[config.mk]
export PLATFORM = sky130hd
export DESIGN_NAME = led_pattern_monitor
export DESIGN_NICKNAME = d
export VERILOG_FILES = /design/src/rtl/led_pattern_monitor.sv
export SDC_FILE = /design/constraint.sdc
export NUM_CORES = 1
export LEC_CHECK = 0
export BUFFER_PORTS_ARGS = -buffer_cell sky130_fd_sc_hd__buf_2
export CORE_ASPECT_RATIO = 2
export CORE_MARGIN = 2
export CORE_UTILIZATION = 39
export DETAILED_ROUTE_END_ITERATION = 8
export HOLD_SLACK_MARGIN = 0.1
export SETUP_SLACK_MARGIN = 0.4
export SYNTH_ARGS = -nofsm -noshare
export SYNTH_HDL_FRONTEND = slang
export SYNTH_SLANG_ARGS = --single-unit
[constraint.sdc]
create_clock -name clk_10MHz -period 8.2 [get_ports clk_10MHz]
set_input_delay 1.64 -clock clk_10MHz [delete_from_list [all_inputs] [get_ports clk_10MHz]]
set_output_delay 1.64 -clock clk_10MHz [all_outputs]
set_load 0.01 [all_outputs]
[src/rtl/led_pattern_monitor.sv]
// led_pattern_monitor
//   Watches the LED sequencer output bus and works out which pattern is running.
//   Each frame is compared against the previous one. The set of patterns that
//   still fit the recent steps is narrowed down over consecutive frames. Once a
//   single candidate has held for LOCK_COUNT steps, that pattern is reported as
//   locked.
//
//   Optional build macro: MPLS_PERIOD_MEAS_EN
//     When defined, an interval counter is built and period_out reports the
//     number of cycles between the last two frames.
//     When undefined, period_out is tied to 0.
//
//   Ports
//     clk_10MHz    in   system clock
//     rst          in   asynchronous active-high reset
//     frame_valid  in   one-cycle frame strobe
//     frame        in   [7:0] LED frame value
//     pattern_id   out  [2:0] 0 none, 1 rotl, 2 rotr, 3 up, 4 down, 5 toggle, 6 hold
//     locked       out  high while one pattern is locked
//     break_pulse  out  one-cycle pulse when a locked pattern is violated
//     period_out   out  [23:0] cycles between the last two frames
//
//   state  | meaning
//   EMPTY  | no reference frame yet; the next frame only seeds prev
//   TRACK  | narrowing candidates, not locked
//   LOCKED | exactly one candidate has held for LOCK_COUNT steps

module led_pattern_monitor #(
    parameter int unsigned LOCK_COUNT = 4,
    parameter int unsigned TIMEOUT    = 16777215
) (
    input  logic        clk_10MHz,
    input  logic        rst,
    input  logic        frame_valid,
    input  logic [7:0]  frame,
    output logic [2:0]  pattern_id,
    output logic        locked,
    output logic        break_pulse,
    output logic [23:0] period_out
);

    typedef enum logic [1:0] {
        EMPTY  = 2'd0,
        TRACK  = 2'd1,
        LOCKED = 2'd2
    } state_t;

    localparam logic [3:0]  LOCK_TH  = 4'(LOCK_COUNT);
    // The counter reaches TIMEOUT on the edge that finds it at TIMEOUT-1.
    localparam logic [23:0] TO_LAST  = 24'(TIMEOUT - 1);

    state_t      state, state_n;
    logic [7:0]  prev, prev_n;
    logic [5:0]  cand, cand_n;
    logic [3:0]  streak, streak_n;
    logic [23:0] tcnt, tcnt_n;
    logic [2:0]  pid_n;
    logic        locked_n;
    logic        break_n;
    logic [5:0]  m;
    logic [5:0]  n;
    logic        timeout_hit;

    function automatic logic [2:0] cand_to_id(input logic [5:0] c);
        logic [2:0] id;
        id = 3'd0;
        for (int k = 0; k < 6; k++) begin
            if (c[k]) id = 3'(k + 1);
        end
        return id;
    endfunction

    always_comb begin
        m    = 6'd0;
        m[0] = $onehot(prev) && (frame == {prev[6:0], prev[7]});
        m[1] = $onehot(prev) && (frame == {prev[0], prev[7:1]});
        m[2] = (frame == 8'(prev + 8'd1));
        m[3] = (frame == 8'(prev - 8'd1));
        m[4] = (frame == ~prev);
        m[5] = (frame == prev);
        n    = cand & m;
    end

    // Timeout is never taken in EMPTY and always loses to a coincident frame.
    assign timeout_hit = (state != EMPTY) && !frame_valid && (tcnt >= TO_LAST);

    always_comb begin
        state_n  = state;
        prev_n   = prev;
        cand_n   = cand;
        streak_n = streak;
        pid_n    = pattern_id;
        locked_n = locked;
        break_n  = 1'b0;

        if (frame_valid)           tcnt_n = 24'd0;
        else if (tcnt != 24'hFFFFFF) tcnt_n = tcnt + 24'd1;
        else                       tcnt_n = tcnt;

        if (frame_valid) begin
            prev_n = frame;
            if (state == EMPTY) begin
                state_n = TRACK;
            end else begin
                if (m == 6'd0) begin
                    cand_n   = 6'b111111;
                    streak_n = 4'd0;
                end else if (n == 6'd0) begin
                    cand_n   = m;
                    streak_n = 4'd1;
                end else begin
                    cand_n   = n;
                    streak_n = (streak == 4'd15) ? 4'd15 : streak + 4'd1;
                end

                if ((streak_n >= LOCK_TH) && $onehot(cand_n)) begin
                    state_n  = LOCKED;
                    locked_n = 1'b1;
                    pid_n    = cand_to_id(cand_n);
                end else begin
                    state_n  = TRACK;
                    locked_n = 1'b0;
                    pid_n    = 3'd0;
                end

                // While LOCKED, cand holds the locked one-hot.
                break_n = (state == LOCKED) && (cand_n != cand);
            end
        end else if (timeout_hit) begin
            state_n  = EMPTY;
            cand_n   = 6'b111111;
            streak_n = 4'd0;
            locked_n = 1'b0;
            pid_n    = 3'd0;
        end
    end

    always_ff @(posedge clk_10MHz or posedge rst) begin
        if (rst) begin
            state       <= EMPTY;
            prev        <= 8'd0;
            cand        <= 6'b111111;
            streak      <= 4'd0;
            tcnt        <= 24'd0;
            pattern_id  <= 3'd0;
            locked      <= 1'b0;
            break_pulse <= 1'b0;
        end else begin
            state       <= state_n;
            prev        <= prev_n;
            cand        <= cand_n;
            streak      <= streak_n;
            tcnt        <= tcnt_n;
            pattern_id  <= pid_n;
            locked      <= locked_n;
            break_pulse <= break_n;
        end
    end

`ifdef MPLS_PERIOD_MEAS_EN
    logic [23:0] icnt;
    logic [23:0] period_q;

    always_ff @(posedge clk_10MHz or posedge rst) begin
        if (rst) begin
            icnt     <= 24'd0;
            period_q <= 24'd0;
        end else begin
            if (frame_valid)             icnt <= 24'd0;
            else if (icnt != 24'hFFFFFF) icnt <= icnt + 24'd1;

            // The frame-to-frame distance is one more than the idle count.
            if (frame_valid && (state != EMPTY))
                period_q <= (icnt == 24'hFFFFFF) ? icnt : icnt + 24'd1;
            else if (timeout_hit)
                period_q <= 24'd0;
        end
    end

    assign period_out = period_q;
`else
    assign period_out = 24'd0;
`endif

endmodule

==> run metrics, run 1 <==
Final period util=88.61%; CTS H-Tree Depth=2; Synth Area in XOR/XNOR=about an eighth; first-pass GRT wire length=roughly 14000 microns; Tmin final=around 7.3 ns; nets=around 470; post-synthesis mux area share=less than 1%; post-synthesis compound-gate area fraction=14.26%; Setup Total Neg Slack=0 ns; IO buf count=15; Finished Layout Cells=about 550; ratio of cells with drive above 1 in the final layout=between 10% and 20%; Leak=between 1.5 and 2 nW; worst slack, placed=approximately 0.87 ns; fin area=roughly 0.0040 sq mm; dominant synthesized flop cell=dfrtp_1; CP Launch Type=flip-flop; Unique masters post-synth=69; Detailed Routing Iterations Pass 1=5; io pins=40; CTS clk-pin slew, worst paths=about 0.07 ns; DR WL/cell=between 15 and 20 microns; post-layout util=42.31%; GRT Residual Overflow=0; vias per cell=5.650; final hold violations=0; DR vias=roughly 3100; Req. time, crit path=approximately 8.4 ns; Max Slew Vio Count=0; Die Area=approximately 0.010 sq mm; sequential fraction of the synthesis area=about a third; clock skew=roughly 0.0098 ns; ANT nets after route=0; Setup violations, final=0; Post-DP Area=0.003785 sq mm; run status=finished clean; kind of critical path=flip-flop to flip-flop; Inst Count DP=around 540; Final Worst Setup Slack=0.9338 ns; Total Routed Length=between 8000 and 9000 microns; WP data arrival=roughly 7.5 ns; Simple-Gate Fraction of Synth Area=23.29%; Worst Tran Pin Value=just under 0.9 ns; Post-route DRC=0; Reg2Reg Depth=22; asr flop ratio synth=100.0%; core area=~0.0094 sq mm; clock buffer depth=2; Num Clock Sinks=49; post-synthesis cell count=about 440; largest family of logic cells by synthesized area=simple AND/OR/NAND/NOR gates; cell area after synthesis=0.003755 sq mm; WHS=between 0.4 and 0.5 ns; GP Congestion=roughly 0.94; Adder-Cell Fraction of Synth Area=just over 7%; Power, Total=approximately 0.65 mW; row cnt=50; chip height=about 140 microns; drt initial violations=205; total CTS buffers=5; clock root cell=clkbuf_16; Hold Path Stages=2; die outline width=73.38 microns; maximum vdd drop=between 0.15 and 0.2 mV; Max Clk Rate=137.6 MHz; most frequent cells in the layout=45 x nand2_1, 44 x nor2_1, 43 x dfrtp_1; Max Cap Viol=0; RSZ-0062 raised after global routing=no; fill cell count=between 900 and 1000; Yosys reg bits=approximately 50; mean area per synthesized cell=~8.6 sq um; TritonCTS clock tree=built; Yosys warnings=0; Cell Pwr Density=164.0 mW/mm^2; initial antenna violation count=0; most common cell after layout, fill and taps aside=nand2_1; antenna cells=0; vias in the first global route=approximately 3100; Critical Path Sink Type=flip-flop; crit-path max FO=10; dpl hpwl=slightly below 7000 microns; relative slew slack=41.27%; Initial Util=40.01%; number of synthesized flops with an enable pin=0; hold_buf cts=0; largest net degree at the start of global routing=50; type of the worst min-delay path=flip-flop to flip-flop; Area Overhead vs Synth=5.731%; clk_lat worst skew=0.30 ns; GRT Util Overall=about 18%
synth_stat cells (3+ instances only):
| cell type | n | area (sq um) |
|---|---|---|
| a211oi_1 | 3 | 22.52 |
| o21ai_1 | 4 | 20.02 |
| nand3_1 | 13 | 65.06 |
| nand2b_1 | 4 | 25.02 |
| nand4_1 | 14 | 87.58 |
| nor4_1 | 12 | 75.07 |
| buf_2 | 8 | 40.04 |
| and2_1 | 3 | 18.77 |
| and4_1 | 3 | 26.28 |
| nand2_1 | 45 | 168.9 |
| o21ai_0 | 17 | 85.08 |
| nor2_1 | 44 | 165.2 |
| nor3_1 | 8 | 40.04 |
| inv_1 | 23 | 86.33 |
| dfstp_2 | 6 | 157.7 |
| xor2_1 | 19 | 166.4 |
| a2bb2oi_1 | 3 | 26.28 |
| nor2b_1 | 4 | 25.02 |
| or3_1 | 3 | 18.77 |
| fa_1 | 7 | 140.1 |
| and3_1 | 4 | 25.02 |
| nand3b_1 | 3 | 22.52 |
| clkbuf_1 | 12 | 45.04 |
| ha_1 | 10 | 125.1 |
| buf_4 | 25 | 187.7 |
| xnor2_1 | 29 | 254.0 |
| a31oi_1 | 5 | 31.28 |
| dfrtp_1 | 43 | 1076 |
| a21oi_1 | 13 | 65.06 |
layout make-up:
cell class	count	area, sq um	area share [%]
Clock buffer	7	142.6	3.593
Multi-Input combinational cell	341	2242	56.48
Clock inverter	1	30.03	0.7564
Inverter	25	93.84	2.364
Tap cell	104	130.1	3.278
Timing Repair Buffer	18	97.59	2.458
Sequential cell	49	1234	31.07
sequential cells by signal (all words and copies together), names as in the netlist:
name         count
break_pulse      1
tcnt            24
pattern_id       3
cand             6
state            2
prev             8
streak           4
locked           1
path summary, 6_finish.rpt:
kind                            slack (ns)    start            end
min in group asynchronous             1.50      rst  pattern_id[0]
max in group asynchronous             6.27      rst        tcnt[7]
worst max register to register        0.93  prev[3]  pattern_id[1]
worst max-delay path                  0.93  prev[3]  pattern_id[1]
worst min register to register        0.48   locked         locked
worst min-delay path                  0.48   locked         locked
worst max-delay path: stages (launching register included):
cell and delay, ns:
dfrtp_1 0.56, inv_1 0.14, fa_1 0.48, fa_1 0.51, fa_1 0.41, inv_1 0.06
ha_1 0.16, inv_1 0.06, fa_1 0.38, a31oi_1 0.30, nor4_2 0.14, a222oi_1 0.59
a21oi_1 0.18, o21ai_0 0.49, fa_1 0.56, fa_1 0.50, ha_1 0.22, fa_1 0.43
nor2_1 0.11, nand2_1 0.07, nor4_1 0.51, a22oi_1 0.21, o31ai_2 0.11
logic make-up (layout without fill, tap and decap cells):
logic type	count (synthesis)	after routing
AND/OR/NAND/NOR	173	173
AO/OA/AOI/OAI	76	76
buffers and inverters	71	51
XOR/XNOR	50	50
flip-flops	49	49
adder cells (fa/ha/maj)	17	17
other	1	24
multiplexers	1	1
power breakdown:
part	switching [mW]	total [mW]	internal, mW
Combinational	0.0857	0.141	0.0550
Clock	0.0927	0.245	0.153
Sequential	0.0157	0.265	0.249
routing by layer:
| metal | track usage [%] | wire [microns] | vias up |
|---|---|---|---|
| li1 | - | - | 1482 |
| met5 | 0 | 0 | - |
| met2 | 33.38 | 4947 | 90 |
| met3 | 2.329 | 262 | 31 |
| met4 | 12.34 | 494 | 0 |
| met1 | 17.22 | 3193 | 1476 |
timing repair:
action,CTS,global route
gates resized for setup,0,2
endpoints found under the setup margin,0,1
buffers inserted,0,0
Power figures use the tool's default switching activity.
==> inputs of run 2 (changes only) <==
==> constraint.sdc (replaced) <==
create_clock -name clk_10MHz -period 6.85 [get_ports clk_10MHz]
set_input_delay 1.37 -clock clk_10MHz [delete_from_list [all_inputs] [get_ports clk_10MHz]]
set_output_delay 1.37 -clock clk_10MHz [all_outputs]
set_load 0.01 [all_outputs]
==> run 2 against run 1 <==
- cell count grew 3.3%
- wire length grew 5.1%
- critical path depth grew 1
- highest routed layer unchanged
- utilization grew 2.3 points
- flip-flop and latch count is the same
==> run metrics, run 2 (synthesis gave the netlist of run 1 again) <==
Post-DP Area=approximately 0.0039 sq mm; largest register by flop count=tcnt; worst slack, placed=0.2766 ns; Final period util=93.33%; Area Overhead vs Synth=11.43%; kind of critical path=flip-flop to flip-flop; initial antenna violation count=0; DR vias=3176; Post-route DRC=0; GRT Residual Overflow=0; min-delay src=locked; CTS clk-pin slew, worst paths=~0.070 ns; row cnt=50; Cell Pwr Density=around 180 mW/mm^2; fill cell count=approximately 940; post-layout util=between 40% and 50%; R2R setup slack=0.46 ns; vias per cell=5.641; CTS H-Tree Depth=2; Tmin final=6.393 ns; DR WL/cell=16.61 microns; run status=finished clean; Reg2Reg Depth=23; Num Clock Sinks=49; vias in the first global route=about 3200; crit-path max FO=5; Initial Util=40.01%; RSZ-0062 raised after global routing=yes; Critical Path Sink Type=flip-flop; core area=around 0.0094 sq mm; Reg area=between 0.001 and 0.0015 sq mm; most common cell after layout, fill and taps aside=nor2_1; Max Slew Vio Count=0; relative slew slack=about 30%; GRT Util Overall=a little under a fifth; Setup Total Neg Slack=0 ns; Max Clk Rate=156.4 MHz; clk_lat worst skew=around 0.3 ns; Worst Tran Pin Value=roughly 1.0 ns; Detailed Routing Iterations Pass 1=4; io pins=40; antenna cells=0; Req. time, crit path=approximately 7.1 ns; die outline width=~73 microns; dpl hpwl=between 6000 and 7000 microns; GP Congestion=between 0.8 and 0.9; Total Routed Length=9353 microns; most frequent cells in the layout=44 x nor2_1, 43 x dfrtp_1, 42 x nand2_1; final hold violations=0; Max Cap Viol=0; TritonCTS clock tree=built; Final Worst Setup Slack=around 0.46 ns; clock skew=~0.0065 ns; maximum vdd drop=between 0.1 and 0.15 mV; clock buffer depth=2; IO buf count=15; WP data arrival=~6.6 ns; Leak=~1.8 nW; Setup violations, final=0; fin area=~0.0042 sq mm; max FFs per register=24; Hold Path Stages=2; worst r2r dst=pattern_id[0]; first-pass GRT wire length=between 15000 and 20000 microns; largest registers=tcnt: 24 flops, prev: 8 flops, cand: 6 flops; hold_buf cts=0; total CTS buffers=5; Hold Path End=locked; CP Launch Type=flip-flop; clock root cell=clkbuf_16; Power, Total=about 0.77 mW; nets=a little under 500; chip height=roughly 140 microns; type of the worst min-delay path=flip-flop to flip-flop; ratio of cells with drive above 1 in the final layout=18.30%; ANT nets after route=0; Die Area=0.01048 sq mm; footprint of the multi-input gates=0.002354 sq mm; drt initial violations=between 150 and 200; worst r2r src=prev[0]; largest net degree at the start of global routing=50
run 2: final cells by class:
cell class	count	share of cell area [%]
repair buffers	36	5.562
flip-flops and latches	49	29.49
inverters	25	2.303
multi-input cells	341	56.25
clock buffers	7	3.170
well taps	104	3.110
clock inverters	1	0.1196
run 2: how the worst max path moves through the flow:
stage,start,endpoint,slack [ns],cells past startpoint
after floorplan,prev[1],pattern_id[0],0.40,24
after CTS,prev[1],pattern_id[0],0.40,23
after global placement,prev[0],pattern_id[0],0.31,23
after detailed placement,prev[1],pattern_id[0],0.28,23
final,prev[0],pattern_id[0],0.46,23
after global routing,prev[0],pattern_id[0],0.24,23
run 2: critical path: stages (launching register included):
cell and delay [ns]:
dfrtp_1 0.40, inv_4 0.05, fa_1 0.50, fa_1 0.56
fa_1 0.41, inv_1 0.07, ha_2 0.17, inv_2 0.04
fa_2 0.36, a31oi_4 0.23, nor4_4 0.08, buf_4 0.16
nor4_4 0.35, nand3_2 0.20, nand2_2 0.19, fa_1 0.45
fa_1 0.56, ha_2 0.17, fa_1 0.41, nor2_1 0.09
nand2_1 0.08, or4_4 0.53, nor2_1 0.12, a22o_1 0.14
run 2: stage by stage:
stage                     hold WS, ns  cells
final                          0.4925    563
after global routing           0.5147    563
after CTS                      0.4957    557
after detailed placement       0.4807    548
after global placement         0.4647    548
after floorplan                0.4657    461
run 2: where the power goes:
part / leakage (nW) / total, mW / switching [mW] / internal [mW]
Clock: 0.0679 / 0.246 / 0.110 / 0.135
Sequential: 0.641 / 0.312 / 0.0131 / 0.299
Combinational: 1.06 / 0.216 / 0.130 / 0.0864
Total: 1.77 / 0.773 / 0.253 / 0.520
run 2: timing repair:
action	CTS	global route
pin swaps	4	17
gates resized for setup	7	6
setup endpoints to repair	4	6
buffers inserted	1	6
run 2: metal layers:
metal | vias to the layer above | track usage, % | wire, microns | part of all wire (%)
met1 | 1517 | 20.04 | 3425 | 37
met3 | 39 | 2.047 | 296 | 3.2
met2 | 100 | 33.81 | 5106 | 55
met4 | 0 | 12.63 | 525 | 5.6
li1 | 1520 | - | - | -
met5 | - | 0 | 0 | 0
